==> config.mk <==
export PLATFORM = sky130hd
export DESIGN_NAME = codec_config_sequencer
export DESIGN_NICKNAME = d
export VERILOG_FILES = /design/src/rtl/codec_config_sequencer.sv
export SDC_FILE = /design/constraint.sdc
export NUM_CORES = 1
export LEC_CHECK = 0
export BUFFER_PORTS_ARGS = -buffer_cell sky130_fd_sc_hd__clkbuf_2
export CORE_MARGIN = 4
export CORE_UTILIZATION = 52
export DETAILED_ROUTE_END_ITERATION = 6
export PLACE_DENSITY_LB_ADDON = 0.15
export SLEW_MARGIN = 20
export SYNTH_ARGS = -nofsm -noshare
export SYNTH_HDL_FRONTEND = slang
export SYNTH_SLANG_ARGS = --single-unit
export TNS_END_PERCENT = 1
==> constraint.sdc <==
create_clock -name clk -period 2 [get_ports clk]
set_input_delay 0.4 -clock clk [delete_from_list [all_inputs] [get_ports clk]]
set_output_delay 0.4 -clock clk [all_outputs]
set_load 0.01 [all_outputs]
==> src/rtl/codec_config_sequencer.sv <==
// WM8731 configuration sequencer: power-up wait, 12-word register table over a shared
// I2C write master with NACK retries, then runtime headphone-volume writes via req/ack.
module codec_config_sequencer #(
  parameter logic [6:0] DEV_ADDR     = 7'h1A,
  parameter int         PWRUP_CYCLES = 50000,
  parameter int         GAP_CYCLES   = 1000,
  parameter int         MAX_RETRY    = 3
) (
  input  logic        clk,
  input  logic        rst,
  input  logic        start,
  output logic        i2c_req,
  output logic [6:0]  i2c_dev_addr,
  output logic [15:0] i2c_data,
  input  logic        i2c_done,
  input  logic        i2c_nack,
  input  logic        vol_req,
  input  logic [6:0]  vol_val,
  output logic        vol_ack,
  output logic        cfg_busy,
  output logic        cfg_done,
  output logic        cfg_error,
  output logic [3:0]  cfg_index
);

  localparam int CNT_MAX = (PWRUP_CYCLES > GAP_CYCLES) ? PWRUP_CYCLES : GAP_CYCLES;
  localparam int CNT_W   = (CNT_MAX < 1) ? 1 : $clog2(CNT_MAX + 1);
  localparam int RTY_W   = (MAX_RETRY < 1) ? 1 : $clog2(MAX_RETRY + 1);

  localparam logic [CNT_W-1:0] PWRUP_LAST = CNT_W'(PWRUP_CYCLES - 1);
  localparam logic [CNT_W-1:0] GAP_LAST   = CNT_W'(GAP_CYCLES - 1);
  localparam logic [RTY_W-1:0] RTY_MAX    = RTY_W'(MAX_RETRY);
  localparam logic [3:0]       LAST_IDX   = 4'd11;

  localparam logic [3:0] S_IDLE      = 4'd0;
  localparam logic [3:0] S_PWRUP     = 4'd1;
  localparam logic [3:0] S_ISSUE     = 4'd2;
  localparam logic [3:0] S_WAIT      = 4'd3;
  localparam logic [3:0] S_GAP       = 4'd4;
  localparam logic [3:0] S_DONE      = 4'd5;
  localparam logic [3:0] S_ERROR     = 4'd6;
  localparam logic [3:0] S_VOL_ISSUE = 4'd7;
  localparam logic [3:0] S_VOL_WAIT  = 4'd8;

  function automatic logic [15:0] table_word(input logic [3:0] idx);
    logic [6:0] ra;
    logic [8:0] rd;
    case (idx)
      4'd0:    begin ra = 7'd15; rd = 9'h000; end
      4'd1:    begin ra = 7'd6;  rd = 9'h010; end
      4'd2:    begin ra = 7'd0;  rd = 9'h017; end
      4'd3:    begin ra = 7'd1;  rd = 9'h017; end
      4'd4:    begin ra = 7'd2;  rd = 9'h079; end
      4'd5:    begin ra = 7'd3;  rd = 9'h079; end
      4'd6:    begin ra = 7'd4;  rd = 9'h012; end
      4'd7:    begin ra = 7'd5;  rd = 9'h000; end
      4'd8:    begin ra = 7'd7;  rd = 9'h042; end
      4'd9:    begin ra = 7'd8;  rd = 9'h000; end
      4'd10:   begin ra = 7'd9;  rd = 9'h001; end
      default: begin ra = 7'd6;  rd = 9'h000; end
    endcase
    return {ra, rd};
  endfunction

  // R2 headphone volume with LRHPBOTH and LZCEN set
  function automatic logic [15:0] vol_word(input logic [6:0] v);
    return {7'h02, 2'b11, v};
  endfunction

  logic [3:0]       state_q, state_d;
  logic [CNT_W-1:0] cnt_q, cnt_d;
  logic [3:0]       idx_q, idx_d;
  logic [RTY_W-1:0] rty_q, rty_d;
  logic             vol_mode_q, vol_mode_d;
  logic             pend_q, pend_d;
  logic [6:0]       vval_q, vval_d;
  logic             req_q, req_d;
  logic [15:0]      data_q, data_d;
  logic             ack_q, ack_d;
  logic             busy_q, busy_d;
  logic             done_q, done_d;
  logic             err_q, err_d;

  always_comb begin
    state_d    = state_q;
    cnt_d      = cnt_q;
    idx_d      = idx_q;
    rty_d      = rty_q;
    vol_mode_d = vol_mode_q;
    pend_d     = pend_q;
    vval_d     = vval_q;
    data_d     = data_q;
    ack_d      = 1'b0;
    done_d     = done_q;
    err_d      = err_q;

    // ack_q blocks the requester's still-high vol_req from re-capturing in the ack cycle
    if (vol_req && !pend_q && !ack_q && state_q != S_ERROR) begin
      pend_d = 1'b1;
      vval_d = vol_val;
    end

    case (state_q)
      S_IDLE: begin
        if (start) begin
          state_d = S_PWRUP;
          cnt_d   = '0;
          idx_d   = '0;
          rty_d   = '0;
        end
      end
      S_PWRUP: begin
        if (cnt_q == PWRUP_LAST) begin
          state_d = S_ISSUE;
          cnt_d   = '0;
          data_d  = table_word(idx_q);
        end else begin
          cnt_d = cnt_q + 1'b1;
        end
      end
      S_ISSUE: state_d = S_WAIT;
      S_WAIT: begin
        if (i2c_done) begin
          cnt_d = '0;
          if (!i2c_nack) begin
            rty_d = '0;
            if (idx_q == LAST_IDX) begin
              state_d = S_DONE;
              done_d  = 1'b1;
            end else begin
              idx_d   = idx_q + 4'd1;
              state_d = S_GAP;
            end
          end else if (rty_q == RTY_MAX) begin
            state_d = S_ERROR;
            err_d   = 1'b1;
          end else begin
            rty_d   = rty_q + 1'b1;
            state_d = S_GAP;
          end
        end
      end
      S_GAP: begin
        if (cnt_q == GAP_LAST) begin
          cnt_d   = '0;
          state_d = vol_mode_q ? S_VOL_ISSUE : S_ISSUE;
          data_d  = vol_mode_q ? vol_word(vval_q) : table_word(idx_q);
        end else begin
          cnt_d = cnt_q + 1'b1;
        end
      end
      S_DONE: begin
        if (start) begin
          state_d    = S_PWRUP;
          cnt_d      = '0;
          idx_d      = '0;
          rty_d      = '0;
          done_d     = 1'b0;
          err_d      = 1'b0;
          vol_mode_d = 1'b0;
        end else if (pend_q) begin
          state_d    = S_VOL_ISSUE;
          vol_mode_d = 1'b1;
          data_d     = vol_word(vval_q);
        end
      end
      S_VOL_ISSUE: state_d = S_VOL_WAIT;
      S_VOL_WAIT: begin
        if (i2c_done) begin
          cnt_d = '0;
          if (!i2c_nack) begin
            rty_d      = '0;
            ack_d      = 1'b1;
            pend_d     = 1'b0;
            vol_mode_d = 1'b0;
            state_d    = S_DONE;
          end else if (rty_q == RTY_MAX) begin
            state_d    = S_ERROR;
            err_d      = 1'b1;
            done_d     = 1'b0;
            vol_mode_d = 1'b0;
          end else begin
            rty_d   = rty_q + 1'b1;
            state_d = S_GAP;
          end
        end
      end
      S_ERROR: begin
        if (start) begin
          state_d    = S_PWRUP;
          cnt_d      = '0;
          idx_d      = '0;
          rty_d      = '0;
          done_d     = 1'b0;
          err_d      = 1'b0;
          vol_mode_d = 1'b0;
        end
      end
      default: state_d = S_IDLE;
    endcase

    // request is a registered view of the next state so it rises on ISSUE entry
    req_d  = (state_d == S_ISSUE) || (state_d == S_WAIT) ||
             (state_d == S_VOL_ISSUE) || (state_d == S_VOL_WAIT);
    busy_d = req_d || (state_d == S_PWRUP) || (state_d == S_GAP);
  end

  always_ff @(posedge clk or negedge rst) begin
    if (!rst) begin
      state_q    <= S_IDLE;
      cnt_q      <= '0;
      idx_q      <= '0;
      rty_q      <= '0;
      vol_mode_q <= 1'b0;
      pend_q     <= 1'b0;
      vval_q     <= '0;
      req_q      <= 1'b0;
      data_q     <= '0;
      ack_q      <= 1'b0;
      busy_q     <= 1'b0;
      done_q     <= 1'b0;
      err_q      <= 1'b0;
    end else begin
      state_q    <= state_d;
      cnt_q      <= cnt_d;
      idx_q      <= idx_d;
      rty_q      <= rty_d;
      vol_mode_q <= vol_mode_d;
      pend_q     <= pend_d;
      vval_q     <= vval_d;
      req_q      <= req_d;
      data_q     <= data_d;
      ack_q      <= ack_d;
      busy_q     <= busy_d;
      done_q     <= done_d;
      err_q      <= err_d;
    end
  end

  assign i2c_req      = req_q;
  assign i2c_dev_addr = DEV_ADDR;
  assign i2c_data     = data_q;
  assign vol_ack      = ack_q;
  assign cfg_busy     = busy_q;
  assign cfg_done     = done_q;
  assign cfg_error    = err_q;
  assign cfg_index    = idx_q;

endmodule

---- Word-level counts from Yosys, hierarchy flattened ----
Memories as Yosys holds them, arrays and structs flattened.
Index checks and enable logic that the tools add are counted.
word-level totals
  register bits ........................... 56
  latch bits .............................. 0
  memory bits (writable) .................. 0
  bits in read-only memories .............. 352
  output and inout port bits .............. 32
  logic and storage cells ................. 144
  memories ................................ 2
memories
  memory            words  width  read ports  clocked after Yosys merged registers in  wr ports  RTL line  source
  (name not given)  16     11     1           0                                        0         48        case (idx)
  (name not given)  16     11     1           0                                        0         48
operators by class
  add/sub/neg operators ................... 3
  multiply operators ...................... 0
  div/mod/pow operators ................... 0
  $lt $le $gt $ge ......................... 0
  equality and inequality tests ........... 39
  shifts and indexed selects .............. 0
  multiplexer cells ....................... 58
  bitwise gates (word level) .............. 0
  reductions and logical operators ........ 29
operators by type and width
  operator               count
  $mux 16                9
  $pmux 16 s4            1
  $mux 4                 13
  $pmux 16 s3            1
  $pmux 4 s8             1
  $eq 4x3->1 const B     6
  $ne 2x2->1 const B     12
  $mux 1                 22
  $reduce_and 5->1       4
  $add 16x1->16 const B  1
  $eq 16x10->1 const B   1
  $eq 16x16->1 const B   1
  $eq 4x2->1 const B     4
  $eq 4x4->1 const B     3
  $mux 2                 5
  $ne 2x1->1 const B     5
  $ne 3x3->1 const B     3
  $reduce_bool 3->1      3
  $eq 4x1->1 const B     2
  $pmux 4 s2             1
  $reduce_and 8->1       1
  $pmux 1 s3             2
  $reduce_bool 2->1      3
  $reduce_or 2->1        3
  other kinds (15)       22

---- Longest topological paths before layout ----
  word-level depth ........................ 11
  mapped depth ............................ 9
  mapped depth without buffers ............ 8

---- Least setup slack after synthesis ----
No wires, ideal clock.
  kind .................................... register to register
  from .................................... register cnt_q[3]
  to ...................................... register data_q[11], in the netlist i2c_data[11]
  setup time .............................. 0.125 ns
  data arrival time ....................... 1.895 ns
  path slack .............................. -0.020 ns
  stages on the path, launching flop included .. 7
  buffers on the path ..................... 1
  cells stage by stage .................... dfrtp_1 -> or4_4 -> nor2b_4 -> a221oi_4 -> o21bai_2 -> buf_6 -> mux2_4
between the ends
  longest elaborated chain between the ends .. 3
ends and longest elaborated chain
  what                                          RTL line  source
  start: declaration                            71        logic [CNT_W-1:0] cnt_q, cnt_d;
  start signal: assignment                      225       cnt_q <= cnt_d;
  $eq 16x10->1 or $eq 16x16->1 (tied branches)  144, 113
  $ne 2x2->1 (no source line)                   --
  $reduce_and 5->1 (no source line) (*)         --
  end signal: assignment                        232       data_q <= data_d;
  end: declaration                              78        logic [15:0] data_q, data_d;
Every way passes the cells marked *; elsewhere a longest branch is shown, timed or not.
A chain may end at the register's enable or synchronous reset.

---- Final worst setup path ----
  from .................................... register state_q[0]
  to ...................................... register data_q[12], in the netlist i2c_data[12]
between the ends
  longest elaborated chain between the ends .. 3
ends and longest elaborated chain
  what                                                              RTL line  source
  start: declaration                                                70        logic [3:0] state_q, state_d;
  start signal: assignment                                          224       state_q <= state_d;
  $eq 4x3->1 or $eq 4x1->1 (tied branches)                          103       case (state_q)
  $ne 2x2->1 (no source line) or $reduce_bool 3->1 (tied branches)  --
  $reduce_and 5->1 (no source line)                                 --
Several ways; a longest one is shown, not always the timed one.

==> results.sh <==
export IMPL_outcome="finished with violations"
export IMPL_violations="setup timing"
export IMPL_postRouteAntennaNets=0
export IMPL_cts_buffers_inserted=5
export IMPL_cts_hold_buffers_added=0
export IMPL_synthCells=356
export IMPL_timing_critical_path_arrival_ns=2.26
export IMPL_floorplan_die_area_um2=7710
export IMPL_synth_top_area_share_pct=39.3
export IMPL_ctsRootBufferMaster="clkbuf_8"
export IMPL_initial_utilization_pct=54.7
export IMPL_timing_fmax_mhz=486
export IMPL_power_leakage_nw=2.05
export IMPL_std_cell_rows=28
export IMPL_detailedRoute_firstPassIterationCount=4
export IMPL_floorplan_core_area_um2=6060
export IMPL_final_common_cell="buf_4"
export IMPL_share_of_the_clock_period_used_by_the_worst_path_after_layout_pct=103
export IMPL_routed_wire_length_on_met3_um=493
export IMPL_grt_pass1_vias=2891
export IMPL_ctsHtreeMaxLevel=2
export IMPL_grt_overflow=0
export IMPL_pin_count_of_the_biggest_net_entering_global_routing=33
export IMPL_die_w_um=87.8
export IMPL_setup_tns_ns=-0.519
export IMPL_worstSetupStartpointType="flop"
export IMPL_finalHoldViolations=0
export IMPL_cap_viol_max_count=0
export IMPL_fillerInstances=469
export IMPL_tritoncts_clock_tree="built"
export IMPL_synth_top_cells_by_area="dfrtp_1, mux2_4, nor2_1"
export IMPL_critical_path_n_buffers_inverters=3
export IMPL_dpl_worst_slack_ns=-0.277
export IMPL_commonest_non_fill_non_tap_cells_in_the_layout="buf_4, dfrtp_1, clkbuf_2"
export IMPL_drt_wl_total_mm=8.08
export IMPL_fin_crit_ns=2.06
export IMPL_numClockSinks=52
export IMPL_dr_max_layer_used="met4"
export IMPL_setup_viol=21
export IMPL_seq_area_frac_synth_pct=39.3
export IMPL_synth_cell_type_count=63
export IMPL_die_height_um=87.8
export IMPL_power_per_cell_area_nw_per_um2=803
export IMPL_drt_drc_violations_left=0
export IMPL_route_vias_total=2928
export IMPL_crit_required_ns=2.20
export IMPL_grt_setup_unrepaired="yes"
export IMPL_mean_instance_size_in_the_synthesized_netlist_um2=9.31
export IMPL_final_max_slew_violation_count=0
export IMPL_hold_path_class="input port to async pin"
export IMPL_port_buffer_count=34
export IMPL_path_class="flop to flop"
export IMPL_number_of_synthesized_flops_with_an_enable_pin=0
export IMPL_grt_use_total_pct=22.1
export IMPL_critPathTopFamily="compound AO/OA/AOI/OAI gates"
export IMPL_pin_count=45
export IMPL_setup_ws_ns=-0.0557
export IMPL_synth_largest_area_cell="dfrtp_1"
export IMPL_clk_latency_ns=0.31
export IMPL_maximum_resistive_drop_on_vdd_mv=0.481
export IMPL_met1Wirelength_mm=3.51
export IMPL_max_clock_path_buffers=2
export IMPL_measured_slew_at_the_worst_slew_check_pin_ns=0.613
export IMPL_nNetsFinal=469
export IMPL_cp_max_fo=12
export IMPL_cell_repeated_most_along_the_worst_path="buf_4"
export IMPL_ys_warnings_count=0
export IMPL_n_antenna_cell=0
export IMPL_wl_met2_mm=3.94
export IMPL_synth_flop_cell="dfrtp_1"
export IMPL_initial_antenna_violation_count=0
export IMPL_share_of_synthesized_registers_carrying_an_async_set_or_reset_pct=100
export IMPL_crit_chain="buf_4 -> nor2b_4 -> a22oi_2 -> a21oi_2 -> buf_4 -> nor2_1 -> o21bai_2 -> buf_12 -> mux2_2"
export IMPL_first_pass_grt_wire_length_mm=13.6
export IMPL_worst_setup_hold_path_clk_slew_ns=0.10
export IMPL_finalClockSkew_ns=0.00525
export IMPL_place_detailed_hpwl_mm=5.89
export IMPL_synth_area_um2=3310
export IMPL_area_growth_synth_to_final_pct=27.1
export IMPL_final_layout_size_suffix_gt1_share_pct=36.0
export IMPL_setup_worst_path_end_class="flop"
export IMPL_vias_per_cell=5.61
export IMPL_critical_path_slowest_cell="dfrtp_2"
export IMPL_slew_headroom_pct=59.1
export IMPL_first_iter_violations=121
export IMPL_gpl_final_weighted_congestion=0.872
export IMPL_routed_wire_length_per_instance_um=15.5
export IMPL_synth_seq_cells=52
export IMPL_timing_critical_path_slowest_cell_delay_ns=0.47
## cells by family (layout without fill, tap and decap cells)
kind of cell / count (synthesis) / in the layout / share of synthesized area, %
multiplexers: 26 / 26 / 9.63
buffers and inverters: 46 / 129 / 7.13
adder cells (fa/ha/maj): 10 / 10 / 3.78
other: 2 / 10 / 0.227
XOR/XNOR: 11 / 11 / 2.91
AO/OA/AOI/OAI: 83 / 83 / 17.4
AND/OR/NAND/NOR: 126 / 126 / 19.7
flip-flops: 52 / 52 / 39.3
## final timing paths
path	startpoint	to	slack, ns	cells after the start
max in group asynchronous	rst	vol_ack$_DFF_PN0_	1.33	2
min reg2reg	vval_q[1]$_DFFE_PN0P_	vval_q[1]$_DFFE_PN0P_	0.52	1
min	rst	cnt_q[6]$_DFFE_PN0P_	0.08	1
min in group clk	vol_val[3]	vval_q[3]$_DFFE_PN0P_	0.32	2
max	state_q[0]$_DFF_PN0_	i2c_data[12]$_DFFE_PN0P_	-0.06	9
max reg2reg	state_q[0]$_DFF_PN0_	i2c_data[12]$_DFFE_PN0P_	-0.06	9
## flip-flops by register name (all words and copies together) (netlist names), 2 cells and up
register / count
rty_q: 2
cnt_q: 16
state_q: 4
vval_q: 7
i2c_data: 12
cfg_index: 4
## where the power goes
group          internal [mW]  switching [mW]  leakage (nW)
Clock                  0.256           0.384        0.0452
Combinational          0.660           0.618          1.35
Sequential              1.30           0.161         0.656
Total                   2.22            1.16          2.05
## cells in the mapped netlist, drive strengths merged (2+ instances only)
library cell / count
nor3: 6
conb: 2
o22a: 2
or4: 2
nand3: 6
a22o: 3
ha: 10
nand2: 33
nor4: 2
and3: 7
a21o: 2
nand3b: 2
o22ai: 2
nand2b: 4
dfrtp: 52
or2: 3
o21a: 2
a221oi: 2
o21ai: 24
a21oi: 15
or3: 3
o211ai: 10
a31oi: 3
xor2: 10
a211oi: 2
inv: 15
mux2i: 6
nor4b: 2
clkbuf: 8
mux2: 20
nor2: 34
buf: 23
and2: 3
nand4: 2
nor2b: 13
o2111ai: 5
## final cells by class
cell class,instances,area [um^2],area share [%]
Inverter,15,56.3,1.34
Clock buffer,5,68.8,1.63
Sequential cell,52,1310,31.0
Tap cell,75,93.8,2.23
Multi-Input combinational cell,266,1890,44.9
Clock inverter,3,25.0,0.594
Timing Repair Buffer,106,772,18.3
## repair_timing
item                       4_1_cts  5_1_grt
buffers inserted                 9        1
setup endpoints to repair       32       35
pin swaps                        9        1
gates resized for setup         26        4
## routing by layer
layer  global-route usage [%]  vias to the layer above
li1                         -                     1413
met1                     29.8                     1397
met2                     36.8                      105
met3                     3.10                       13
met4                     6.83                        0
met5                        0                        -
## metrics by stage
step,power [mW],hold WS [ns],util [%],area (um^2),std cells
floorplan,2.20,0.104,-,3340,364
global route,3.60,0.106,69.5,4210,522
detailed placement,2.69,0.430,65.2,3950,505
global placement,2.64,0.419,65.2,3950,505
finish,3.38,0.0802,69.5,4210,522
CTS,3.39,0.0848,69.2,4190,521
Note: power is estimated with default switching activity, not from simulation.
